### config.mk
export PLATFORM = sky130hd
export DESIGN_NAME = simon_game_ctrl
export DESIGN_NICKNAME = d
export VERILOG_FILES = /design/src/rtl/simon_pkg.sv /design/src/rtl/simon_game_ctrl.sv
export SDC_FILE = /design/constraint.sdc
export NUM_CORES = 1
export LEC_CHECK = 0
export ABC_CLOCK_PERIOD_IN_PS = 7400
export CAP_MARGIN = 10
export CORE_MARGIN = 4
export CORE_UTILIZATION = 40
export CTS_CLUSTER_SIZE = 12
export DETAILED_ROUTE_END_ITERATION = 6
export GPL_TIMING_DRIVEN = 1
export HOLD_SLACK_MARGIN = 0.05
export PLACE_DENSITY = 0.61
export SYNTH_ARGS = -nofsm -noshare
export SYNTH_HDL_FRONTEND = slang
export SYNTH_SLANG_ARGS = --single-unit
### constraint.sdc
create_clock -name clk -period 7.4 [get_ports clk]
set_clock_uncertainty 0.2 [all_clocks]
set_input_delay 1.11 -clock clk [delete_from_list [all_inputs] [get_ports clk]]
set_output_delay 1.11 -clock clk [all_outputs]
set_load 0.05 [all_outputs]
### src/rtl/simon_pkg.sv
// State encoding and colour-vector helpers for the Simon game controller.
// Colour vectors use a fixed 32-bit maximum width; callers cast to their own width.
package simon_pkg;
  localparam int MAX_COLOURS = 32;
  localparam int IDX_W       = 5;

  typedef enum logic [4:0] {
    S_IDLE, S_SEED, S_ARM, S_START, S_RELEASE, S_ADD, S_SPEED,
    S_SHOW_WAIT, S_SHOW_ON, S_SHOW_OFF, S_INPUT, S_CHECK, S_RELEASE_BTN,
    S_FAIL_ON, S_FAIL_OFF, S_WIN, S_END
  } state_e;

  function automatic logic [MAX_COLOURS-1:0] onehot_of(input logic [IDX_W-1:0] idx);
    return MAX_COLOURS'(1) << idx;
  endfunction

  function automatic logic is_onehot(input logic [MAX_COLOURS-1:0] vec);
    return (vec != '0) && ((vec & (vec - 1'b1)) == '0);
  endfunction
endpackage

### src/rtl/simon_game_ctrl.sv
// Parametrised Simon game controller: launch/seeding, per-round colour append,
// tick-paced sequence replay, press checking with lives, fail flashes and restart.
module simon_game_ctrl
  import simon_pkg::*;
#(
  parameter int NUM_COLOURS   = 4,
  parameter int MAX_ROUNDS    = 32,
  parameter int SPEEDUP_EVERY = 5,
  parameter int NUM_LIVES     = 1,
  parameter int FAIL_FLASHES  = 3,
  parameter int SPEED_W       = 3,
  localparam int CW = ($clog2(NUM_COLOURS) < 1) ? 1 : $clog2(NUM_COLOURS),
  localparam int RW = $clog2(MAX_ROUNDS + 1),
  localparam int LW = $clog2(NUM_LIVES + 1)
) (
  input  logic                   clk,
  input  logic                   reset,
  input  logic [1:0]             launch_keys,
  input  logic [NUM_COLOURS-1:0] player_input,
  input  logic                   tick,
  input  logic [CW-1:0]          seq_colour,
  output logic                   rst_seedgen,
  output logic                   start_rng,
  output logic                   load_colour,
  output logic [RW-1:0]          seq_idx,
  output logic                   load_speed,
  output logic [SPEED_W-1:0]     speed,
  output logic [NUM_COLOURS-1:0] lamp,
  output logic [RW-1:0]          current_round,
  output logic [LW-1:0]          lives_left,
  output logic                   win,
  output logic                   game_over
);

  localparam int FW     = $clog2(FAIL_FLASHES + 1);
  localparam int SE_DIV = (SPEEDUP_EVERY == 0) ? 1 : SPEEDUP_EVERY;

  state_e                 state_q;
  logic [RW-1:0]          round_q, idx_q;
  logic [SPEED_W-1:0]     speed_q;
  logic [LW-1:0]          lives_q;
  logic [FW-1:0]          fail_q;
  logic [NUM_COLOURS-1:0] lamp_q, press_q;
  logic                   win_q, game_over_q;

  logic [NUM_COLOURS-1:0] exp_vec;
  logic [RW-1:0]          round_inc;
  logic [FW-1:0]          fail_d;
  logic                   speedup, good;

  assign exp_vec   = NUM_COLOURS'(onehot_of(IDX_W'(seq_colour)));
  assign round_inc = round_q + 1'b1;
  assign speedup   = (SPEEDUP_EVERY != 0) && ((int'(round_inc) % SE_DIV) == 0);
  assign fail_d    = (fail_q == FW'(FAIL_FLASHES)) ? fail_q : fail_q + 1'b1;
  assign good      = is_onehot(MAX_COLOURS'(press_q)) && (press_q == exp_vec);

  always_ff @(posedge clk or posedge reset) begin
    if (reset) begin
      state_q     <= S_IDLE;
      round_q     <= '0;
      idx_q       <= '0;
      speed_q     <= '0;
      lives_q     <= LW'(NUM_LIVES);
      fail_q      <= '0;
      lamp_q      <= '0;
      press_q     <= '0;
      win_q       <= 1'b0;
      game_over_q <= 1'b0;
    end else begin
      // Lamp is registered against the next state so it lights in the same cycle the state is entered.
      lamp_q <= '0;
      case (state_q)
        S_IDLE: begin
          round_q     <= '0;
          idx_q       <= '0;
          speed_q     <= '0;
          fail_q      <= '0;
          lives_q     <= LW'(NUM_LIVES);
          win_q       <= 1'b0;
          game_over_q <= 1'b0;
          if (launch_keys[0]) state_q <= S_SEED;
        end
        S_SEED:  state_q <= S_ARM;
        S_ARM:   if (launch_keys == 2'b11) state_q <= S_START;
        S_START: state_q <= S_RELEASE;
        S_RELEASE: begin
          if (launch_keys == 2'b00) begin
            idx_q   <= round_q;
            state_q <= S_ADD;
          end
        end
        S_ADD: begin
          round_q <= round_inc;
          idx_q   <= '0;
          // Speed moves on entry to SPEED so it is already stable while load_speed pulses.
          if (speedup) begin
            if (speed_q != '1) speed_q <= speed_q + 1'b1;
            state_q <= S_SPEED;
          end else begin
            state_q <= S_SHOW_WAIT;
          end
        end
        S_SPEED: state_q <= S_SHOW_WAIT;
        S_SHOW_WAIT: begin
          if (tick) begin
            if (idx_q == round_q) begin
              idx_q   <= '0;
              state_q <= S_INPUT;
            end else begin
              lamp_q  <= exp_vec;
              state_q <= S_SHOW_ON;
            end
          end
        end
        S_SHOW_ON: begin
          if (tick) state_q <= S_SHOW_OFF;
          else      lamp_q  <= exp_vec;
        end
        S_SHOW_OFF: begin
          idx_q   <= idx_q + 1'b1;
          state_q <= S_SHOW_WAIT;
        end
        S_INPUT: begin
          lamp_q <= player_input;
          if (idx_q == round_q) begin
            if (round_q == RW'(MAX_ROUNDS)) begin
              win_q   <= 1'b1;
              state_q <= S_WIN;
            end else begin
              state_q <= S_ADD;
            end
          end else if (|player_input) begin
            press_q <= player_input;
            state_q <= S_CHECK;
          end
        end
        S_CHECK: begin
          if (good) begin
            idx_q   <= idx_q + 1'b1;
            state_q <= S_RELEASE_BTN;
          end else begin
            lives_q <= lives_q - 1'b1;
            fail_q  <= '0;
            lamp_q  <= exp_vec;
            state_q <= S_FAIL_ON;
          end
        end
        S_RELEASE_BTN: if (player_input == '0) state_q <= S_INPUT;
        S_FAIL_ON: begin
          if (tick) state_q <= S_FAIL_OFF;
          else      lamp_q  <= exp_vec;
        end
        S_FAIL_OFF: begin
          if (tick) begin
            fail_q <= fail_d;
            if (fail_d == FW'(FAIL_FLASHES)) begin
              if (player_input == '0) begin
                if (lives_q == '0) begin
                  round_q     <= round_q - 1'b1;
                  game_over_q <= 1'b1;
                  state_q     <= S_END;
                end else begin
                  idx_q   <= '0;
                  state_q <= S_SHOW_WAIT;
                end
              end
            end else begin
              lamp_q  <= exp_vec;
              state_q <= S_FAIL_ON;
            end
          end
        end
        S_WIN: state_q <= S_END;
        S_END: begin
          if (launch_keys == 2'b11) begin
            round_q     <= '0;
            idx_q       <= '0;
            speed_q     <= '0;
            fail_q      <= '0;
            lives_q     <= LW'(NUM_LIVES);
            win_q       <= 1'b0;
            game_over_q <= 1'b0;
            state_q     <= S_IDLE;
          end
        end
        default: state_q <= S_IDLE;
      endcase
    end
  end

  assign rst_seedgen   = (state_q == S_SEED);
  assign start_rng     = (state_q == S_START);
  assign load_colour   = (state_q == S_ADD);
  assign load_speed    = (state_q == S_SPEED);
  assign seq_idx       = idx_q;
  assign speed         = speed_q;
  assign lamp          = lamp_q;
  assign current_round = round_q;
  assign lives_left    = lives_q;
  assign win           = win_q;
  assign game_over     = game_over_q;

endmodule

==> results of run 1 <==
## state kept, by name, indices dropped and copies added (netlist names)
register / flops
lives_left: 1
speed: 3
lamp: 4
press_q: 4
current_round: 6
game_over: 1
seq_idx: 6
win: 1
state_q: 5
fail_q: 2
## critical path: stages, from the launching register on
cell and delay, ns:
dfrtp_1 0.68, ha_1 0.49, nand4_1 0.24, nand2_1 0.22, ha_1 0.36, or3b_2 0.47
mux2i_1 0.13, a211o_1 0.37, nand3_1 0.19, nand2_1 0.17, inv_1 0.07, ha_1 0.21
maj3_1 0.40, a21oi_2 0.28, nand2_1 0.17, a311o_1 0.34, a31oi_1 0.20, o21ai_1 0.09
a221o_1 0.35, a22o_1 0.18
## cell usage in the layout (no fill, tap or decap), drive strengths merged, types with 5 or more instances in the layout
| cell type | count |
|---|---|
| a211oi | 7 |
| clkdlybuf4s50 | 36 |
| xor2 | 5 |
| nor2b | 8 |
| a21oi | 33 |
| dfrtp | 32 |
| clkbuf | 7 |
| o21ai | 38 |
| ha | 12 |
| a22o | 10 |
| inv | 23 |
| mux2i | 6 |
| xnor2 | 7 |
| o22ai | 5 |
| nand4 | 5 |
| nand3 | 12 |
| o211ai | 5 |
| nor3 | 15 |
| mux2 | 5 |
| nor2 | 40 |
| nand2 | 46 |
| nand2b | 6 |
## per-stage QoR
stage                     total power [uW]  instance area, um^2  instances
after CTS                             1480                 3780        557
after global placement                1310                 3680        549
after detailed placement              1320                 3680        549
after global routing                  1600                 3780        557
final                                 1480                 3780        557
after floorplan                       1070                 3270        433
## power by group through the flow
stage          registers [uW]  clock network [uW]  logic [uW]
6_report                  362                 154         963
4_1_cts                   359                 158         960
3_5_place_dp              363                   0         956
3_3_place_gp              360                   0         954
5_1_grt                   377                 167        1060
2_1_floorplan             390                   0         679
## path summary, 6_finish.rpt
| path | endpoint | slack, ns | cells after the start |
|---|---|---|---|
| setup / recovery | state_q[0]$_DFFE_PP0P_ | 1.48 | 19 |
| hold / removal | press_q[0]$_DFFE_PP0P_ | 0.32 | 2 |
| setup reg to reg | state_q[0]$_DFFE_PP0P_ | 1.48 | 19 |
| hold reg to reg | press_q[0]$_DFFE_PP0P_ | 0.32 | 2 |
| max in group asynchronous | lives_left$_DFFE_PP1P_ | 5.63 | 3 |
| min in group asynchronous | lamp[1]$_DFF_PP0_ | 1.02 | 3 |
## cell type report
cell class | instances | area share, %
clock buffers | 7 | 2.55
multi-input cells | 351 | 59.5
inverters | 23 | 2.28
flip-flops and latches | 33 | 21.9
clock inverters | 1 | 0.132
well taps | 102 | 3.37
repair buffers | 40 | 10.3
## per-layer routing
layer  vias to the layer above  track usage (%)  part of all wire [%]  wire length [um]
met1                      1621             26.2                    46              4160
met5                         -                0                     0                 0
met2                       110             31.1                    48              4360
met3                        11             2.76                   5.1               464
li1                       1644                -                     -                 -
met4                         0             4.41                   1.2               110
## cells by family (layout without fill, tap and decap cells)
family / after synthesis / after routing
and+or+nand+nor: 164 / 164
buffers and inverters: 49 / 71
DFF: 33 / 33
muxes: 11 / 11
AOI/OAI and AO/OA: 150 / 150
xor gates and xnor gates: 12 / 12
adders and majority gates: 14 / 14
## cells in the mapped netlist (5+ instances only)
master / instances / share of area (%)
nand2_1: 46 / 5.3
nor2_1: 39 / 4.5
o21ai_0: 35 / 5.3
a21oi_1: 32 / 4.9
dfrtp_1: 32 / 24
inv_1: 23 / 2.6
clkbuf_1: 21 / 2.4
nor3_1: 15 / 2.3
ha_1: 12 / 4.6
nand3_1: 11 / 1.7
a22o_1: 10 / 2.7
nor2b_1: 8 / 1.5
xnor2_1: 7 / 1.9
a211oi_1: 6 / 1.4
mux2i_1: 6 / 1.8
nand2b_1: 6 / 1.1
mux2_2: 5 / 1.7
nand4_1: 5 / 0.96
o211ai_1: 5 / 1.1
o22ai_1: 5 / 0.96
xor2_1: 5 / 1.3
==> metrics.txt, run 1 <==
synthesized cell area 3270 um^2; num rows 32; fin util 48.2%; Synth Area in Adders 5.20%; initial antenna violation count 0; worst slew pin tran 0.918 ns; YS warnings 0; Worst setup SP type flop; # IOs 37; DP Worst Slack 1.54 ns; DR pass1 iterations 4; flops & latches, synth 33; largest family of logic cells by synthesized area compound AO/OA/AOI/OAI gates; Core ar. 7850 um^2; Routed WL 9090 um; HP Start press_q[0]$_DFFE_PP0P_; largest net degree at the start of global routing 34; synth unique cells 76; compound-cell area share of the yosys netlist 31.9%; Worst-path clk slew 0.07 ns; overall global routing resource usage 18.9%; footprint of the multi-input gates 2250 um^2; Comb pwr share 65.1%; Critical Path Source current_round[0]$_DFFE_PP0P_; # resized after CTS 0; vias per cell 6.08; final hold vios 0; DRC violations left 0; routed length per instance 16.3 um; drt first-iter violations 188; worst rel slew slack 38.6%; P_sw 794 uW; TNS Setup 0 ns; Die Area 9700 um^2; Final period util 79.9%; fmax 169 MHz; PnR worst setup slack 1.48 ns; CTS H-tree depth 2; CTS max path bufs 2; final RePlAce weighted congestion 0.896; DP HPWL 6720 um; CTS sink cnt 33; Sw Ratio 53.7%; Initial Util 41.7%; via count 3386; Mapped Avg Cell Area 7.56 um^2; ys flop type dfrtp_1; Syn-to-layout area delta 15.6%; clock share of power 10.4%; Crit. End Element flop; Clock Latency Late Sink 0.28 ns; Antenna diodes 0; Data arrival, critical path 5.89 ns; # setup viols final 0; port buffer count 36; vias in the first global route 3201; global-route wire length before repair 15600 um; grt total ovfl 0; layout cells sized above 1 6.81%; nets 477; CTS buffer count 5; RR Startpoint current_round[0]$_DFFE_PP0P_; CTS tree yes; asr flop ratio synth 100%; synthesized net count 456; P_int 684 uW; Die Height 98.5 um; static leakage 0.00155 uW; critical path class flop to flop; EDFF count, synth 0; status finished, final reports clean; sequential share of the synthesized area 25.3%; Peak VDD IR 200 uV; Data required, critical path 7.37 ns; Antenna Violating Nets Remaining 0; Synth Area in Simple Gates 25.0%; Hold Path Class flop to flop; Max Slew Vio Count 0; CTS Hold Bufs 0; RSZ-0062 raised after global routing false; total setup buffers inserted after CTS 0; Register Area 827 um^2; max-cap viol count 0; mux cell area share after synthesis 3.55%; PwrDens 391 nW/um^2; xor/xnor cell area share of the yosys netlist 3.21%; fillers 822; CP Max Fanout 16; root buffer cell clkbuf_8; post-synthesis cell count 433; width of the die 98.5 um; fin crit period 5.92 ns; Reg power frac 24.5%; hold_ws 0.322 ns
Power figures use the tool's default switching activity.
==> inputs of run 2 (changes only) <==
--- a/config.mk
+++ b/config.mk
@@ -5,7 +5,7 @@
 export SDC_FILE = /design/constraint.sdc
 export NUM_CORES = 1
 export LEC_CHECK = 0
-export ABC_CLOCK_PERIOD_IN_PS = 7400
+export ABC_CLOCK_PERIOD_IN_PS = 5550
 export CAP_MARGIN = 10
 export CORE_MARGIN = 4
 export CORE_UTILIZATION = 40
==> constraint.sdc (replaced) <==
create_clock -name clk -period 5.55 [get_ports clk]
set_clock_uncertainty 0.2 [all_clocks]
set_input_delay 0.8325 -clock clk [delete_from_list [all_inputs] [get_ports clk]]
set_output_delay 0.8325 -clock clk [all_outputs]
set_load 0.05 [all_outputs]
==> run 2 against run 1 <==
  * Via count about the same
  * Largest power group unchanged
  * Clock power increased by 56%
  * Final cell count increased by 1.4%
  * Highest routed layer unchanged
  * Sequential cell count stayed put
==> metrics.txt, run 2 (synthesis results as in run 1) <==
Worst R2R End speed[2]$_DFFE_PP0P_ (was state_q[0]$_DFFE_PP0P_); hold_ws 0.309 ns (was 0.322 ns); CTS Hold Bufs 0 (unchanged); root buffer cell clkbuf_8 (unchanged); port buffer count 36 (unchanged); Die Height 98.5 um (unchanged); fin crit period 5.19 ns (was 5.92 ns); most frequent cells in the layout nand2_1, nor2_1, clkdlybuf4s50_1 (unchanged); largest net degree at the start of global routing 34 (unchanged); clock share of power 11.8% (was 10.4%); Final period util 93.5% (was 79.9%); RR Startpoint current_round[1]$_DFFE_PP0P_ (was current_round[0]$_DFFE_PP0P_); Hold Path Class flop to flop (unchanged); # setup viols final 0 (unchanged); DRC violations left 0 (unchanged); commonest non-fill, non-tap cell in the layout nand2_1 (unchanged); critical path class flop to flop (unchanged); dpl cells 557 (was 549); vias per cell 6.00 (was 6.08); Data arrival, critical path 5.13 ns (was 5.89 ns); RSZ-0062 raised after global routing false (unchanged); CTS max path bufs 2 (unchanged); Core ar. 7850 um^2 (unchanged); CTS sink cnt 33 (unchanged); Antenna diodes 0 (unchanged); CP max stage delay 0.47 ns (was 0.68 ns); status finished, final reports clean (unchanged); Routed WL 9010 um (was 9090 um); initial antenna violation count 0 (unchanged); width of the die 98.5 um (unchanged); R2R cell count 21 (was 19); r2r setup slk 0.36 ns (was 1.48 ns); Die Area 9700 um^2 (unchanged); Crit. End Element flop (unchanged); met2 Usage GRT 30.4% (was 31.1%); drt first-iter violations 141 (was 188); P_int 970 uW (was 684 uW); final hold vios 0 (unchanged); layout cells sized above 1 9.72% (was 6.81%); CP Max Fanout 13 (was 16); max-cap viol count 0 (unchanged); TNS Setup 0 ns (unchanged); Critical Path Source current_round[1]$_DFFE_PP0P_ (was current_round[0]$_DFFE_PP0P_); P_sw 1060 uW (was 794 uW); vias in the first global route 3157 (was 3201); Antenna Violating Nets Remaining 0 (unchanged); Comb pwr share 65.5% (was 65.1%); CTS H-tree depth 2 (unchanged); crit-path cells nand3_2, xnor2_2, inv_1, ha_1, or3b_2, mux2i_1, a211o_1, buf_4, nor2_1, a31oi_4, nand2_1, inv_1, ha_1, maj3_1, a21oi_2, a31o_1, a311o_1, a31oi_1, o211ai_1, a21boi_1, o22ai_1 (was ha_1, nand4_1, nand2_1, ha_1, or3b_2, mux2i_1, a211o_1, nand3_1, nand2_1, inv_1, ha_1, maj3_1, a21oi_2, nand2_1, a311o_1, a31oi_1, o21ai_1, a221o_1, a22o_1); CP endpoint speed[2]$_DFFE_PP0P_ (was state_q[0]$_DFFE_PP0P_); num rows 32 (unchanged); grt met3 use 2.90% (was 2.76%); CTS buffer count 5 (unchanged); routed length per instance 15.9 um (was 16.3 um); # IOs 37 (unchanged); nets 485 (was 477); via count 3389 (was 3386); overall global routing resource usage 18.6% (was 18.9%); Peak VDD IR 237 uV (was 200 uV); PnR worst setup slack 0.363 ns (was 1.48 ns); grt total ovfl 0 (unchanged); Most Used Layer, Global Route met2 (unchanged); fmax 193 MHz (was 169 MHz); Syn-to-layout area delta 18.8% (was 15.6%); static leakage 0.00160 uW (was 0.00155 uW); Data required, critical path 5.50 ns (was 7.37 ns); M1 GR Usage 25.9% (was 26.2%); DP HPWL 6750 um (was 6720 um); DR pass1 iterations 4 (unchanged); Slowest-stage cell, CP or3b_2 (was dfrtp_1); CTS tree yes (unchanged); Worst-path clk slew 0.07 ns (about the same); Sw Ratio 52.2% (was 53.7%); final std cells w/o fill 565 (was 557); final RePlAce weighted congestion 0.896 (about the same); global-route wire length before repair 15200 um (was 15600 um); Initial Util 41.7% (unchanged); worst slew pin tran 0.856 ns (was 0.918 ns); total power draw 2030 uW (was 1480 uW); PwrDens 522 nW/um^2 (was 391 nW/um^2); Reg power frac 22.6% (was 24.5%); worst rel slew slack 42.5% (was 38.6%); Max Slew Vio Count 0 (unchanged); Worst setup SP type flop (unchanged); DP Worst Slack 0.208 ns (was 1.54 ns); Clock Latency Late Sink 0.29 ns (was 0.28 ns)
-- run 2: cell count changes in the layout (fill, tap and decap cells not counted), moves of 2 or more --
| cell | delta |
|---|---|
| buf_4 | +8 |
| dfrtp_2 | +2 |
| dfrtp_1 | -2 |
| ha_2 | +2 |
| ha_1 | -2 |
-- run 2: area by class of cell --
cell class / instances / area [um^2]
clock inverters: 2 / 37.5
fillers: 802 / 3960
repair buffers: 48 / 450
multi-input cells: 351 / 2280
well taps: 102 / 128
inverters: 23 / 86.3
clock buffers: 6 / 82.6
flip-flops and latches: 33 / 830
-- run 2: how the worst min path moves through the flow --
stage | startpoint | end | slack [ns] | depth (start not counted)
finish | speed[0]$_DFFE_PP0P_ | speed[0]$_DFFE_PP0P_ | 0.31 | 1
global route | speed[0]$_DFFE_PP0P_ | speed[0]$_DFFE_PP0P_ | 0.33 | 1
CTS | press_q[0]$_DFFE_PP0P_ | press_q[0]$_DFFE_PP0P_ | 0.31 | 2
detailed placement | press_q[0]$_DFFE_PP0P_ | press_q[0]$_DFFE_PP0P_ | 0.29 | 2
global placement | press_q[0]$_DFFE_PP0P_ | press_q[0]$_DFFE_PP0P_ | 0.28 | 2
floorplan | press_q[0]$_DFFE_PP0P_ | press_q[0]$_DFFE_PP0P_ | 0.26 | 2
-- run 2: through the flow --
step | instance area, um^2 | util, %
CTS | 3860 | 49.2
global placement | 3740 | 47.7
detailed placement | 3740 | 47.7
finish | 3890 | 49.6
global route | 3890 | 49.6
floorplan | 3270 | -
-- run 2: per-layer routing --
| metal | part of all wire (%) | wire [um] |
|---|---|---|
| met1 | 47 | 4210 |
| met4 | 0.68 | 61 |
| met5 | 0 | 0 |
| met3 | 4.3 | 385 |
| met2 | 48 | 4350 |
-- run 2: power by group through the flow --
stage / clock (uW) / combinational, uW / sequential, uW
6_report: 240 / 1330 / 460
5_1_grt: 259 / 1460 / 479
4_1_cts: 247 / 1320 / 455
3_5_place_dp: 0 / 1320 / 458
3_3_place_gp: 0 / 1310 / 457
2_1_floorplan: 0 / 905 / 521
-- run 2: timing repair --
item | in CTS | in global routing
resized for setup | 0 | 7
setup endpoints to repair | 0 | 4
setup buffers | 0 | 0
hold endpoints to repair | 0 | 0
-- run 2: critical path: cells and delay by family (launching register included) --
kind / cells / cell delay (ns)
AND/OR/NAND/NOR: 4 / 0.83
multiplexers: 1 / 0.18
XOR/XNOR: 1 / 0.37
AO/OA/AOI/OAI: 9 / 1.84
buffers and inverters: 3 / 0.46
adder cells (fa/ha/maj): 3 / 0.71
flip-flops: 1 / 0.46
==> inputs of run 3 (changes only) <==
--- a/config.mk
+++ b/config.mk
@@ -7,13 +7,15 @@
 export LEC_CHECK = 0
 export ABC_CLOCK_PERIOD_IN_PS = 5550
 export CAP_MARGIN = 10
+export CELL_PAD_IN_SITES_DETAIL_PLACEMENT = 1
+export CELL_PAD_IN_SITES_GLOBAL_PLACEMENT = 1
 export CORE_MARGIN = 4
 export CORE_UTILIZATION = 40
 export CTS_CLUSTER_SIZE = 12
 export DETAILED_ROUTE_END_ITERATION = 6
 export GPL_TIMING_DRIVEN = 1
 export HOLD_SLACK_MARGIN = 0.05
-export PLACE_DENSITY = 0.61
+export PLACE_DENSITY = 0.79
 export SYNTH_ARGS = -nofsm -noshare
 export SYNTH_HDL_FRONTEND = slang
 export SYNTH_SLANG_ARGS = --single-unit
==> run 3 against run 2 <==
  * Clock-buffer cell count stayed put
  * First-iteration DRC count is 18% higher
  * Sequential cell count stayed put
  * Die area stayed put
  * Final cell count is 0.71% higher
  * Clock power is 23% lower
  * Core utilization is 0.18 points higher
  * Register-to-register slack hardly changed
  * Critical path type unchanged
  * Highest routed layer unchanged
==> metrics.txt, run 3 (synthesis results as in run 1) <==
Crit. End Element flop (unchanged); DR pass1 iterations 4 (unchanged); fin crit period 5.17 ns (was 5.19 ns); hold path depth 2 (was 1); grt total ovfl 0 (unchanged); num rows 32 (unchanged); metal2 WL 5380 um (was 4350 um); port buffer count 36 (unchanged); RSZ-0062 raised after global routing false (unchanged); Worst-path clk slew 0.08 ns (was 0.07 ns); via count 3496 (was 3389); commonest non-fill, non-tap cell in the layout nand2_1 (unchanged); vias in the first global route 3643 (was 3157); final RePlAce weighted congestion 0.913 (was 0.896); vias per cell 6.14 (was 6.00); Die Height 98.5 um (unchanged); overall global routing resource usage 22.1% (was 18.6%); CP Max Fanout 10 (was 13); width of the die 98.5 um (unchanged); Data arrival, critical path 5.16 ns (was 5.13 ns); global-route wire length before repair 18100 um (was 15200 um); CTS buffer count 5 (unchanged); RR Startpoint current_round[0]$_DFFE_PP0P_ (was current_round[1]$_DFFE_PP0P_); Hold Path Class flop to flop (unchanged); Slowest-stage cell, CP dfrtp_2 (was or3b_2); Die Area 9700 um^2 (unchanged); CTS Hold Bufs 0 (unchanged); Routed WL 10600 um (was 9010 um); wire length on met3 315 um (was 385 um); Syn-to-layout area delta 19.3% (was 18.8%); R2R cell count 19 (was 21); final hold vios 0 (unchanged); CTS sink cnt 33 (unchanged); DP HPWL 7950 um (was 6750 um); worst slew pin tran 0.859 ns (was 0.856 ns); Peak VDD IR 280 uV (was 237 uV); final std cells w/o fill 569 (was 565); dpl cells 558 (was 557); critical path class flop to flop (unchanged); # IOs 37 (unchanged); Initial Util 41.7% (unchanged); static leakage 0.00161 uW (was 0.00160 uW); routed length per instance 18.6 um (was 15.9 um); Worst R2R End state_q[0]$_DFFE_PP0P_ (was speed[2]$_DFFE_PP0P_); Top delay family on crit path compound AO/OA/AOI/OAI gates (unchanged); CTS max path bufs 2 (unchanged); TNS Setup 0 ns (unchanged); worst rel slew slack 42.3% (was 42.5%); Data required, critical path 5.53 ns (was 5.50 ns); Worst setup SP type flop (unchanged); CP max stage delay 0.46 ns (was 0.47 ns); # setup viols final 0 (unchanged); CTS tree yes (unchanged); nets 489 (was 485); Final period util 93.2% (was 93.5%); initial antenna violation count 0 (unchanged); Most common cell on crit path nand2_1; hold endpoint press_q[0]$_DFFE_PP0P_ (was speed[0]$_DFFE_PP0P_); DRC violations left 0 (unchanged); Critical path buffers and inverters 1 (was 3); most frequent cells in the layout nand2_1, nor2_1, clkdlybuf4s50_1 (unchanged); Antenna Violating Nets Remaining 0 (unchanged); PwrDens 520 nW/um^2 (was 522 nW/um^2); status finished, final reports clean (unchanged); CTS H-tree depth 2 (unchanged); Antenna diodes 0 (unchanged); HP Start press_q[0]$_DFFE_PP0P_ (was speed[0]$_DFFE_PP0P_); Max Slew Vio Count 0 (unchanged); root buffer cell clkbuf_8 (unchanged); largest net degree at the start of global routing 34 (unchanged); r2r setup slk 0.38 ns (was 0.36 ns); Clock Latency Late Sink 0.29 ns (about the same); drt first-iter violations 166 (was 141); Core ar. 7850 um^2 (unchanged); crit-path cells ha_1, a31o_2, nand2_1, ha_2, or3b_2, mux2i_1, a211o_1, nand3_1, nand2_1, inv_1, ha_1, maj3_1, a21oi_4, nand2_1, a311oi_1, and4_1, o21ai_1, a221o_1, a22o_1 (was nand3_2, xnor2_2, inv_1, ha_1, or3b_2, mux2i_1, a211o_1, buf_4, nor2_1, a31oi_4, nand2_1, inv_1, ha_1, maj3_1, a21oi_2, a31o_1, a311o_1, a31oi_1, o211ai_1, a21boi_1, o22ai_1); layout cells sized above 1 10.5% (was 9.72%); max-cap viol count 0 (unchanged); uppermost layer routed met4 (unchanged); Metal-1 WL 4830 um (was 4210 um); fmax 193 MHz (about the same)
## run 3: layer usage
layer	vias to the layer above	track usage (%)
met4	0	3.89
met3	10	2.19
met5	-	0
met1	1744	30.2
met2	68	38.2
li1	1674	-
## run 3: stage by stage
stage / area, um^2 / power, uW / utilization [%] / hold WS [ns] / setup slack (ns)
global route: 3910 / 2200 / 49.8 / 0.365 / 0.0337
floorplan: 3270 / 1430 / - / 0.256 / 0.0101
detailed placement: 3750 / 1820 / 47.8 / 0.300 / 0.150
finish: 3910 / 2030 / 49.8 / 0.308 / 0.377
CTS: 3830 / 2010 / 48.9 / 0.319 / 0.145
global placement: 3750 / 1780 / 47.8 / 0.289 / 0.499
## run 3: what timing repair did
item,in CTS,in global routing
gates resized for setup,0,11
setup buffers,0,3
endpoints found under the setup margin,0,4
## run 3: cell type report
class,instances,area (um^2)
multi-input cells,351,2300
well taps,102,128
flip-flops and latches,33,830
clock buffers,6,72.6
fillers,990,3940
clock inverters,2,10.0
repair buffers,52,480
inverters,23,86.3
## run 3: worst max path at each step
stage	start	cells after the start	slack (ns)	endpoint
floorplan	current_round[0]$_DFFE_PP0P_	22	0.01	state_q[0]$_DFFE_PP0P_
global placement	current_round[0]$_DFFE_PP0P_	20	0.50	state_q[0]$_DFFE_PP0P_
detailed placement	current_round[0]$_DFFE_PP0P_	19	0.15	state_q[0]$_DFFE_PP0P_
CTS	current_round[0]$_DFFE_PP0P_	18	0.15	state_q[0]$_DFFE_PP0P_
global route	current_round[0]$_DFFE_PP0P_	19	0.03	state_q[0]$_DFFE_PP0P_
finish	current_round[0]$_DFFE_PP0P_	19	0.38	state_q[0]$_DFFE_PP0P_
## run 3: worst reg2reg max path: cells and delay by family, from the launching register on
family	cells	cell delay, ns
AO/OA/AOI/OAI	7	1.69
adder cells (fa/ha/maj)	4	1.19
buffers and inverters	1	0.08
flip-flops	1	0.46
multiplexers	1	0.14
AND/OR/NAND/NOR	6	1.30
## run 3: power breakdown
group	internal, uW	switching, uW
clock	87.1	97.8
combinational	515	871
sequential	315	146
